[src/rtl/deglitch_ctrl.sv]
// Sequencing controller for the SCL/SDA deglitch filter pair: maps the speed mode to the
// DS/BYP controls and runs a preset/settle sequence when the bus is idle.
module deglitch_ctrl #(
    parameter int unsigned SETTLE_CYC = 16,
    parameter int unsigned IDLE_CYC   = 8,
    parameter int unsigned CW         = 8
) (
    input  logic       CLK,
    input  logic       RST,
    input  logic [1:0] MODE,
    input  logic       MODE_WR,
    input  logic       SCL_F,
    input  logic       SDA_F,
    output logic       DS,
    output logic       BYP,
    output logic       SB,
    output logic       VALID,
    output logic       BUSY
);

    typedef enum logic [1:0] {
        ST_PRESET    = 2'd0,
        ST_SETTLE    = 2'd1,
        ST_RUN       = 2'd2,
        ST_WAIT_IDLE = 2'd3
    } state_e;

    localparam logic [CW-1:0] SETTLE_LAST = CW'(SETTLE_CYC - 1);
    localparam logic [CW-1:0] IDLE_LAST   = CW'(IDLE_CYC - 1);

    // Returns {ds, byp} for a speed mode.
    function automatic logic [1:0] map_mode(input logic [1:0] m);
        case (m)
            2'd2:    map_mode = 2'b10;
            2'd3:    map_mode = 2'b11;
            default: map_mode = 2'b00;
        endcase
    endfunction

    state_e      state_q, state_d;
    logic [CW-1:0] cnt_q, cnt_d;
    logic [1:0]  cur_mode_q, cur_mode_d;
    logic [1:0]  pend_mode_q, pend_mode_d;
    logic        pend_q, pend_d;
    logic        ds_q, ds_d;
    logic        byp_q, byp_d;
    logic        sb_q, sb_d;
    logic        valid_q, valid_d;
    logic        busy_q, busy_d;
    logic        scl_s1_q, scl_s2_q, sda_s1_q, sda_s2_q;
    logic        bus_idle_s;

    // Two-flop synchronizers; they clear to the idle level so reset never looks like bus activity.
    always_ff @(posedge CLK) begin
        if (RST) begin
            scl_s1_q <= 1'b1;
            scl_s2_q <= 1'b1;
            sda_s1_q <= 1'b1;
            sda_s2_q <= 1'b1;
        end else begin
            scl_s1_q <= SCL_F;
            scl_s2_q <= scl_s1_q;
            sda_s1_q <= SDA_F;
            sda_s2_q <= sda_s1_q;
        end
    end

    assign bus_idle_s = scl_s2_q & sda_s2_q;

    always_ff @(posedge CLK) begin
        if (RST) begin
            state_q     <= ST_PRESET;
            cnt_q       <= '0;
            cur_mode_q  <= 2'd0;
            pend_mode_q <= 2'd0;
            pend_q      <= 1'b0;
            ds_q        <= 1'b0;
            byp_q       <= 1'b0;
            sb_q        <= 1'b0;
            valid_q     <= 1'b0;
            busy_q      <= 1'b1;
        end else begin
            state_q     <= state_d;
            cnt_q       <= cnt_d;
            cur_mode_q  <= cur_mode_d;
            pend_mode_q <= pend_mode_d;
            pend_q      <= pend_d;
            ds_q        <= ds_d;
            byp_q       <= byp_d;
            sb_q        <= sb_d;
            valid_q     <= valid_d;
            busy_q      <= busy_d;
        end
    end

    always_comb begin
        state_d     = state_q;
        cnt_d       = cnt_q;
        cur_mode_d  = cur_mode_q;
        pend_mode_d = pend_mode_q;
        pend_d      = pend_q;
        ds_d        = ds_q;
        byp_d       = byp_q;

        // Outside RUN a write only queues the mode; the idle counter keeps going.
        if (MODE_WR && (state_q != ST_RUN)) begin
            pend_mode_d = MODE;
            pend_d      = 1'b1;
        end else begin
            pend_mode_d = pend_mode_q;
        end

        case (state_q)
            ST_PRESET: begin
                if (cnt_q == SETTLE_LAST) begin
                    state_d = ST_SETTLE;
                    cnt_d   = '0;
                end else begin
                    cnt_d = cnt_q + CW'(1);
                end
            end
            ST_SETTLE: begin
                if (cnt_q == SETTLE_LAST) begin
                    state_d = pend_d ? ST_WAIT_IDLE : ST_RUN;
                    cnt_d   = '0;
                end else begin
                    cnt_d = cnt_q + CW'(1);
                end
            end
            ST_RUN: begin
                if (MODE_WR && (MODE != cur_mode_q)) begin
                    pend_mode_d = MODE;
                    pend_d      = 1'b1;
                    state_d     = ST_WAIT_IDLE;
                    cnt_d       = '0;
                end else begin
                    state_d = ST_RUN;
                end
            end
            ST_WAIT_IDLE: begin
                if (!bus_idle_s) begin
                    cnt_d = '0;
                end else if (cnt_q == IDLE_LAST) begin
                    cur_mode_d     = pend_mode_q;
                    {ds_d, byp_d}  = map_mode(pend_mode_q);
                    pend_d         = MODE_WR;
                    state_d        = ST_PRESET;
                    cnt_d          = '0;
                end else begin
                    cnt_d = cnt_q + CW'(1);
                end
            end
            default: begin
                state_d = ST_PRESET;
                cnt_d   = '0;
            end
        endcase
    end

    // Status outputs decoded from the next state so they are registered alongside it.
    always_comb begin
        sb_d    = 1'b1;
        valid_d = 1'b1;
        busy_d  = 1'b1;
        case (state_d)
            ST_PRESET: begin
                sb_d    = 1'b0;
                valid_d = 1'b0;
            end
            ST_SETTLE:    valid_d = 1'b0;
            ST_RUN:       busy_d  = 1'b0;
            ST_WAIT_IDLE: busy_d  = 1'b1;
            default: begin
                sb_d    = 1'b0;
                valid_d = 1'b0;
            end
        endcase
    end

    assign DS    = ds_q;
    assign BYP   = byp_q;
    assign SB    = sb_q;
    assign VALID = valid_q;
    assign BUSY  = busy_q;

endmodule

[config.mk]
export PLATFORM = sky130hd
export DESIGN_NAME = deglitch_ctrl
export DESIGN_NICKNAME = d
export VERILOG_FILES = /design/src/rtl/deglitch_ctrl.sv
export SDC_FILE = /design/constraint.sdc
export NUM_CORES = 1
export LEC_CHECK = 0
export ABC_AREA = 0
export BUFFER_PORTS_ARGS = -buffer_cell sky130_fd_sc_hd__buf_2
export CAP_MARGIN = 20
export CORE_UTILIZATION = 40
export CTS_CLUSTER_SIZE = 10
export DETAILED_ROUTE_END_ITERATION = 16
export PLACE_DENSITY = 0.63
export SETUP_SLACK_MARGIN = 0.3
export SKIP_LAST_GASP = 1
export SLEW_MARGIN = 5
export SYNTH_ARGS = -nofsm -noshare
export SYNTH_HDL_FRONTEND = slang
export SYNTH_SLANG_ARGS = --single-unit
[constraint.sdc]
create_clock -name CLK -period 4.5 [get_ports CLK]
set_input_delay 0.9 -clock CLK [delete_from_list [all_inputs] [get_ports CLK]]
set_output_delay 0.9 -clock CLK [all_outputs]
set_load 0.02 [all_outputs]
# [Yosys cells after proc, flatten, opt, wreduce, memory -nomap -nowiden]
# Cells that the tools add are included.
[totals] ff_bits=24 latchBits=0 mem_bits_rw=0 romBits=0 inputBits=7 output_inout_bits=5 elab_cells=59 n_memories=0
[op_classes] addsub=1 n_mul=0 div_mod_pow=0 magnitude_cmp=0 n_eq_ne=12 n_shift=0 mux=24 bitwise=1 n_reduce_logical=7
[ops] op="$mux 8" n=4
[ops] op="$pmux 8 s3" n=1
[ops] op="$mux 2" n=7
[ops] op="$eq 2x2->1 const B" n=5
[ops] op="$mux 1" n=9
[ops] op="$add 8x1->8 const B" n=1
[ops] op="$eq 8x3->1 const B" n=1
[ops] op="$eq 8x4->1 const B" n=1
[ops] op="$pmux 2 s4" n=1
[ops] op="$eq 2x1->1 const B" n=2
[ops] op="$logic_not 2->1" n=2
[ops] op="$ne 2x2->1 const B" n=2
[ops] op="$pmux 2 s2" n=1
[ops] op="$reduce_or 2->1" n=2
[ops] op="$reduce_and 3->1" n=1
[ops] op="$logic_and 1x1->1" n=2
[ops] op="$ne 2x2->1" n=1
[ops] op="$pmux 1 s2" n=1
[ops] op="$and 1x1->1" n=1

# [Longest topological paths before layout]
# Gate-level depths: netlist of run 1.
[depth] word_depth=9 depth_mapped=6

# [Worst setup path before layout of run 1]
# No wires, ideal clock.
[synth_timing] kind="input-to-reg" start="input MODE[1]" end="register cnt_q[3]" setup_ns=0.122 arrival_ns=1.824 setup_slack_ns=2.554 path_stages=5 path_buffers=0 path_cell_list="xnor2_1 -> a21boi_1 -> or2_2 -> nor2_1 -> a221o_1"
[synth_via] elab_chain_len=3
[synth_lines] item="from (decl)" line_no="10" text="input logic [1:0] MODE,"
[synth_lines] item="$ne 2x2->1" line_no="131" text="if (MODE_WR && (MODE != cur_mode_q)) begin"
[synth_lines] item="$logic_and 1x1->1" line_no="131"
[synth_lines] item="$ne 2x2->1 (no source line)"
[synth_lines] item="to (signal assigned)" line_no="84" text="cnt_q <= cnt_d;"
[synth_lines] item="to (decl)" line_no="41" text="logic [CW-1:0] cnt_q, cnt_d;"
# No other way between the ends.
# A chain may end at the register's enable or synchronous reset.

# [Worst setup path after layout of run 1]
# Ends and elaborated chain as after synthesis.

==> metrics.txt, run 1 <==
Hold Slack around 0.42 ns; Placed Area ~1200 um^2; Slew Limit Fails 0; Core Rows 18; final setup margin 2.589 ns; net count after synthesis approximately 130; register area approximately 480 um^2; status completed; # DRC 0; Clock Sinks 24; synth unique cells 38; Least-Margin Pin Slew ~0.43 ns; Ys Warns 0; Final Power approximately 0.33 mW; Slew Limit Headroom between 70% and 80%; critical path capture point type register; Post-Syn Area approximately 1100 um^2; Async SR Flop Fraction 0%; multi-input gate area in the final layout approximately 580 um^2; layout cells sized above 1 between 10% and 20%; final cell count without fillers about 160; Root Driver clkbuf_4; number of global-route vias before repair just over 700; clock-pin slew on the worst setup and hold paths about 0.12 ns; Fillers 247; CTS Buf Count 3; maximum VDD drop slightly below 0.0002 V; post-layout min period ~1.9 ns; Max Freq about 0.52 GHz; syn avg cell area 9.282 um^2; Post-DRT Antenna Nets 0; Post-Syn Instances 117; M2 GR Usage a little under a quarter; post_cts resized 0; nets between 100 and 150; WS Path Type input pin to register; commonest non-fill, non-tap cell in the layout dfxtp_1; die width roughly 54 um; RSZ-0062 raised after global routing no; io pins 12; Placed Cells approximately 150; Port Buffer Count 11; post-route cell area roughly 1200 um^2; Synth Flop Type dfxtp_1; TritonCTS clock tree built; Worst Path Max Fanout 5; most frequent cells in the layout dfxtp_1, nor2_1, buf_2; core box area approximately 2500 um^2; largest net degree at the start of global routing 24; Worst EP required between 4 and 5 ns; final core utilization around 47%; via count roughly 840; sequential share of the synthesized area about 44%; initial antenna violation count 0; placed wire-length estimate 1.330 mm; critical path startpoint category input pin; met3 global-route usage between 2 and 3%; busiest grt layer met2; postcts setup bufs 0; final hold vios 0; vias per inst 5.331; gr ovfl total 0; Max-cap violations 0; Initial Util 43.06%; die area 2927 um^2; TNS Setup 0 ns; critical path arrival ~2.1 ns; worst slack, placed 2.260 ns; WL/cell between 10 and 15 um; all-layer global routing usage between 10 and 15%; post-synthesis register bit count 24; first-pass detailed-route iteration total 4; met1 Use GR roughly 20%; number of synthesized flops with an enable pin 0; first-pass GRT wire length approximately 3.1 mm; height of the die 54.11 um; power per cell area ~280 nW/um^2; Area growth syn-to-layout 9.102%; largest buffer count on any clock path 2; Hold WC Path Type register to register; first-iteration detailed-routing DRC count 16; final worst path period share about 42%; Worst Clk Skew 0.002488 ns; final wirelength roughly 1.8 mm; ant diodes 0; leakage power 0.4901 nW; CTS Hold Bufs 0; Final Setup Violations 0; H-tree lvl count 1; Routability Congestion between 0.8 and 0.9; Clk Latency, worst-skew pair about 0.30 ns
## worst paths after layout
path               to  depth (start not counted)  slack, ns      from
max          cnt_q[3]                          6       2.59   MODE[1]
min          scl_s2_q                          1       0.42  scl_s1_q
max reg2reg  cnt_q[6]                          6       2.67  cnt_q[0]
min reg2reg  scl_s2_q                          1       0.42  scl_s1_q
## per-layer routing
| layer | wire [um] | vias to the layer above |
|---|---|---|
| li1 | - | 444 |
| met1 | 977 | 377 |
| met2 | 778 | 12 |
| met3 | 49 | 4 |
| met4 | 29 | 0 |
| met5 | 0 | - |
## worst max-delay path, stage by stage
cell,delay (ns)
buf_2,0.11
xnor2_1,0.12
a21boi_1,0.33
or2_2,0.23
nor2_1,0.07
a221o_1,0.36
## Yosys cell counts, drive strengths merged (2+ instances only)
cell / n / area (um^2)
dfxtp: 24 / 480.5
nand2: 4 / 15.01
clkbuf: 2 / 7.510
a21oi: 10 / 50.05
xnor2: 2 / 17.52
inv: 2 / 7.510
o21ai: 2 / 10.01
buf: 2 / 8.750
or2: 6 / 37.54
nor2: 16 / 60.06
a22oi: 2 / 15.01
nand4: 2 / 12.51
and3: 5 / 31.28
a311oi: 2 / 17.52
nand3: 3 / 15.01
mux2i: 6 / 60.06
nand2b: 5 / 31.28
nor3: 2 / 21.27
xor2: 2 / 17.52
and2: 2 / 12.51
## where the power goes
group | internal, mW | switching (mW) | leakage (nW) | total, mW
sequential | 0.218 | 0.00421 | 0.196 | 0.223
combinational | 0.0100 | 0.0109 | 0.281 | 0.0209
clock | 0.0312 | 0.0581 | 0.0138 | 0.0894
## sequential cells by signal, indices dropped and copies added (netlist names), 2 cells and up
register and count:
state_q 2, cur_mode_q 2, cnt_q 8, pend_mode_q 2
## kinds of logic (layout without fill, tap and decap cells)
| kind of cell | after synthesis | after routing | synth area share [%] |
|---|---|---|---|
| AOI/OAI and AO/OA | 27 | 27 | 17.17 |
| xor gates and xnor gates | 4 | 4 | 3.226 |
| adders and majority gates | 1 | 1 | 1.152 |
| buffers and inverters | 6 | 16 | 2.189 |
| DFF | 24 | 24 | 44.24 |
| muxes | 6 | 6 | 5.530 |
| and+or+nand+nor | 49 | 49 | 26.50 |
## area by class of cell
type | instances | share of cell area, %
clock buffers | 3 | 1.901
inverters | 2 | 0.6336
multi-input cells | 87 | 49.10
flip-flops and latches | 24 | 40.55
well taps | 30 | 3.168
repair buffers | 11 | 4.646
No activity file was read; power rests on OpenSTA's default activity.
==> run 2: changes to the inputs <==
- clock period: 4.5 -> 1.78 ns (I/O delays scaled with it)
==> metrics.txt, run 2 (synthesis gave the netlist of run 1 again) <==
final hold vios 0; Post-DRT Antenna Nets 0; Worst R2R Start cnt_q[6]; maximum VDD drop 0.0005557 V; via count just over 900; WS Path Type register to register; placed wire-length estimate 1.446 mm; height of the die roughly 54 um; WL/cell about 13 um; critical path arrival 1.81 ns; power per cell area approximately 650 nW/um^2; critical path startpoint category register; leakage power between 0.5 and 0.6 nW; core box area about 2500 um^2; Worst Clk Skew approximately 0.012 ns; first-iteration detailed-routing DRC count 12; first-pass GRT wire length around 3.6 mm; Area growth syn-to-layout 30.07%; Slew Limit Headroom 72.16%; largest net degree at the start of global routing 24; Placed Cells approximately 160; layout cells sized above 1 between 40 and 50%; reg2reg setup slack approximately 0.2 ns; final cell count without fillers about 180; Final Setup Violations 0; Hold Crit Depth 2; Least-Margin Pin Slew approximately 0.42 ns; CTS Hold Bufs 0; Max Freq 0.6323 GHz; Clk Latency, worst-skew pair around 0.33 ns; CTS Buf Count 3; vias per inst roughly 5.3; Slew Limit Fails 0; TNS Setup 0 ns; slowest CP cell dfxtp_4; ant diodes 0; commonest non-fill, non-tap cell in the layout dfxtp_1; first-pass detailed-route iteration total 4; post-route cell area roughly 1400 um^2; die area 2927 um^2; Hold WC Path Type input pin to register; hold path endpoint scl_s1_q; io pins 12; die width roughly 54 um; Clock Sinks 24; max reg flops 8; critical-path cell list nor4_4 -> buf_4 -> a32oi_2 -> nor2b_4 -> nor3b_1 -> a211o_1; Hold Slack 0.2107 ns; # DRC 0; R2R cell count 6; critical path capture point type register; hold_sp SCL_F; clock-pin slew on the worst setup and hold paths 0.13 ns; H-tree lvl count 1; largest buffer count on any clock path 2; nets about 150; Routability Congestion between 0.8 and 0.9; most frequent cells in the layout dfxtp_1, nor2_1, buf_4; Fillers between 200 and 250; all-layer global routing usage between 10% and 20%; Worst Path Max Fanout 5; Placed Area 1197 um^2; Max-cap violations 0; final wirelength 2.207 mm; Root Driver clkbuf_4; final worst path period share 88.85%; reg2reg end cnt_q[6]; Reg with most FFs cnt_q; status completed; gr ovfl total 0; max incr delay on CP 0.38 ns; number of global-route vias before repair ~900; Core Rows 18; Worst EP required 2.01 ns; RSZ-0062 raised after global routing yes; Port Buffer Count 11; TritonCTS clock tree built; initial antenna violation count 0; Initial Util approximately 43%; post-layout min period roughly 1.6 ns
==> run 2: worst max path at each step <==
stage / start / endpoint / cells after the start
6_report: cnt_q[6] / cnt_q[6] / 6
5_1_grt: cnt_q[6] / cnt_q[6] / 6
4_1_cts: cnt_q[6] / cnt_q[6] / 6
3_5_place_dp: cnt_q[7] / cur_mode_q[1] / 5
3_3_place_gp: cnt_q[7] / cur_mode_q[0] / 5
2_1_floorplan: cnt_q[7] / cnt_q[3] / 5
==> run 2: timing repair <==
item | in CTS | in global routing
resized for setup | 17 | 5
pin swaps | 12 | 3
endpoints found under the setup margin | 12 | 17
buffers inserted | 12 | 2
==> run 2: stage by stage <==
step | util (%) | worst slack (ns) | power, mW
2_1_floorplan | - | 0.2667 | 0.6112
3_3_place_gp | 47.47 | 0.1346 | 0.6296
3_5_place_dp | 47.47 | 0.09232 | 0.6319
4_1_cts | 54.56 | 0.1980 | 0.9206
5_1_grt | 56.00 | 0.1233 | 0.9657
6_report | 56.00 | 0.1984 | 0.9229
==> run 2: cell type report <==
| type | count | area [um^2] | area share (%) |
|---|---|---|---|
| tap | 30 | 37.54 | 2.657 |
| inverter | 2 | 7.507 | 0.5314 |
| multi-input combinational | 87 | 645.6 | 45.70 |
| clock buffer | 4 | 36.28 | 2.569 |
| timing repair buffer | 28 | 186.4 | 13.20 |
| sequential | 24 | 499.2 | 35.34 |
==> run 2: power breakdown <==
group | switching (mW) | internal, mW
registers | 0.0123 | 0.547
logic | 0.0344 | 0.0386
clock network | 0.165 | 0.125
==> run 2: layer usage <==
| layer | GRT usage [%] | vias to the layer above | routed length, um |
|---|---|---|---|
| li1 | - | 472 | - |
| met1 | 21.73 | 433 | 1019 |
| met2 | 29.01 | 18 | 1080 |
| met3 | 3.672 | 2 | 71 |
| met4 | 7.265 | 0 | 36 |
| met5 | 0 | - | 0 |
==> run 2: worst max-delay path: cells and delay by family (launching register included) <==
family / cells / cell delay (ns)
buffers and inverters: 1 / 0.16
DFF: 1 / 0.38
AOI/OAI and AO/OA: 2 / 0.35
and+or+nand+nor: 3 / 0.59
==> run 3: changes to the inputs <==
- clock period: 1.78 -> 1.5 ns (I/O delays scaled with it)
==> metrics.txt, run 3 (synthesis gave the netlist of run 1 again) <==
status finished, violations left; violated checks setup timing; layout cells sized above 1 between 50% and 60%; Area growth syn-to-layout 43.89%; most frequent cells in the layout buf_4, dfxtp_1, nor2_1; Least-Margin Pin Slew around 0.32 ns; Worst R2R Start cnt_q[7]; Slew Limit Fails 0; die area 2927 um^2; max incr delay on CP ~0.37 ns; Root Driver clkbuf_4; Clock Sinks 24; critical-path cell list nor4_4 -> nand4_1 -> nor3_4 -> buf_4 -> mux2i_1 -> nor2_1; final wirelength ~2.5 mm; TritonCTS clock tree built; max reg flops 8; Max Freq 0.6101 GHz; final worst path period share 109.3%; Initial Util 43.06%; # DRC 0; Hold WC Path Type input pin to register; Core Rows 18; commonest non-fill, non-tap cell in the layout buf_4; largest buffer count on any clock path 2; Worst setup endpoint cur_mode_q[0]; Clk Latency, worst-skew pair 0.32 ns; nets about 170; WL/cell around 14 um; R2R cell count 6; initial antenna violation count 0; post-layout min period 1.639 ns; first-iteration detailed-routing DRC count 25; critical path startpoint category register; ant diodes 0; met3 global-route usage between 2 and 3%; sequential share of power roughly 54%; io pins 12; largest net degree at the start of global routing 20; critical path arrival roughly 1.9 ns; reg2reg setup slack -0.14 ns; power per cell area 798.7 nW/um^2; clock-pin slew on the worst setup and hold paths roughly 0.14 ns; Slew Limit Headroom around 79%; met1 Use GR 23.68%; core box area roughly 2500 um^2; Sw Pwr about 0.27 mW; Clk pwr share 38.0%; height of the die 54.11 um; Fillers 219; WS Path Type register to register; Worst Path Max Fanout 5; Max-cap violations 0; H-tree lvl count 1; M2 GR Usage 31.69%; placed wire-length estimate ~1.6 mm; Routability Congestion slightly below 0.8; critical path capture point type register; combinational power share approximately 8.3%; Worst EP required 1.72 ns; Worst Clk Skew slightly below 0.004 ns; via count approximately 990; Sw Ratio a little over a fifth; all-layer global routing usage between 10% and 20%; Final Setup Violations 10; P_int 0.9823 mW; Reg with most FFs cnt_q; slowest CP cell nor4_4; final setup margin -0.1392 ns; CTS Buf Count 3; die width 54.11 um; final hold vios 0; first-pass detailed-route iteration total 4; Hold Slack between 0.15 and 0.2 ns; Post-DRT Antenna Nets 0; RSZ-0062 raised after global routing yes; maximum VDD drop between 0.0006 and 0.0007 V; Port Buffer Count 11; worst setup path start cnt_q[7]; leakage power just under 0.7 nW; gr ovfl total 0; CTS Hold Bufs 0; number of global-route vias before repair a little under 900; vias per inst around 5.3; first-pass GRT wire length about 3.9 mm; reg2reg end cur_mode_q[0]; Final Power 1.248 mW; busiest grt layer met2
[run 3: stage by stage]
step | setup slack, ns | instance area (um^2) | TNS [ns] | utilization (%) | cells
3_3_place_gp | -0.1102 | 1310 | -0.6203 | 51.93 | 169
2_1_floorplan | -0.01313 | 1121 | -0.02092 | - | 117
3_5_place_dp | -0.2073 | 1310 | -1.088 | 51.93 | 169
6_report | -0.1392 | 1563 | -0.8153 | 61.95 | 186
5_1_grt | -0.2790 | 1563 | -2.067 | 61.95 | 186
4_1_cts | -0.1351 | 1501 | -0.7048 | 59.52 | 182
[run 3: repair_timing]
item	CTS	global route
buffers inserted	9	4
endpoints found under the hold margin	0	0
pin swaps	15	19
resized for setup	17	9
endpoints found under the setup margin	20	20
[run 3: critical path: cells and delay by family (launching register included)]
family	cells	cell delay (ns)
flops	1	0.36
simple gates	4	0.84
buf+inv	1	0.17
mux	1	0.18
[run 3: worst min path at each step]
stage,startpoint,end,slack (ns),cells after the start
after floorplan,scl_s1_q,scl_s2_q,0.39,1
after global placement,sda_s1_q,sda_s2_q,0.39,1
after detailed placement,sda_s1_q,sda_s2_q,0.40,1
after CTS,SDA_F,sda_s1_q,0.16,2
after global routing,SDA_F,sda_s1_q,0.16,2
final,SDA_F,sda_s1_q,0.16,2
[run 3: layout make-up]
| cell class | count | area, um^2 | share of cell area (%) |
|---|---|---|---|
| multi-input combinational | 87 | 676.9 | 43.31 |
| clock inverter | 1 | 30.03 | 1.922 |
| tap | 30 | 37.54 | 2.402 |
| timing repair buffer | 39 | 296.5 | 18.98 |
| clock buffer | 3 | 22.52 | 1.441 |
| sequential | 24 | 491.7 | 31.47 |
| inverter | 2 | 7.507 | 0.4804 |
[run 3: metal layers]
metal	share of wire [%]	up-vias
met4	0.79	0
li1	-	497
met2	50	15
met1	47	477
met3	1.8	2
met5	0	-
[run 3: power groups by stage]
stage / Sequential, mW / Combinational [mW] / Clock [mW]
floorplan: 0.682 / 0.0492 / 0
global placement: 0.682 / 0.0826 / 0
detailed placement: 0.683 / 0.0857 / 0
CTS: 0.670 / 0.0993 / 0.481
global route: 0.672 / 0.111 / 0.501
finish: 0.671 / 0.104 / 0.474
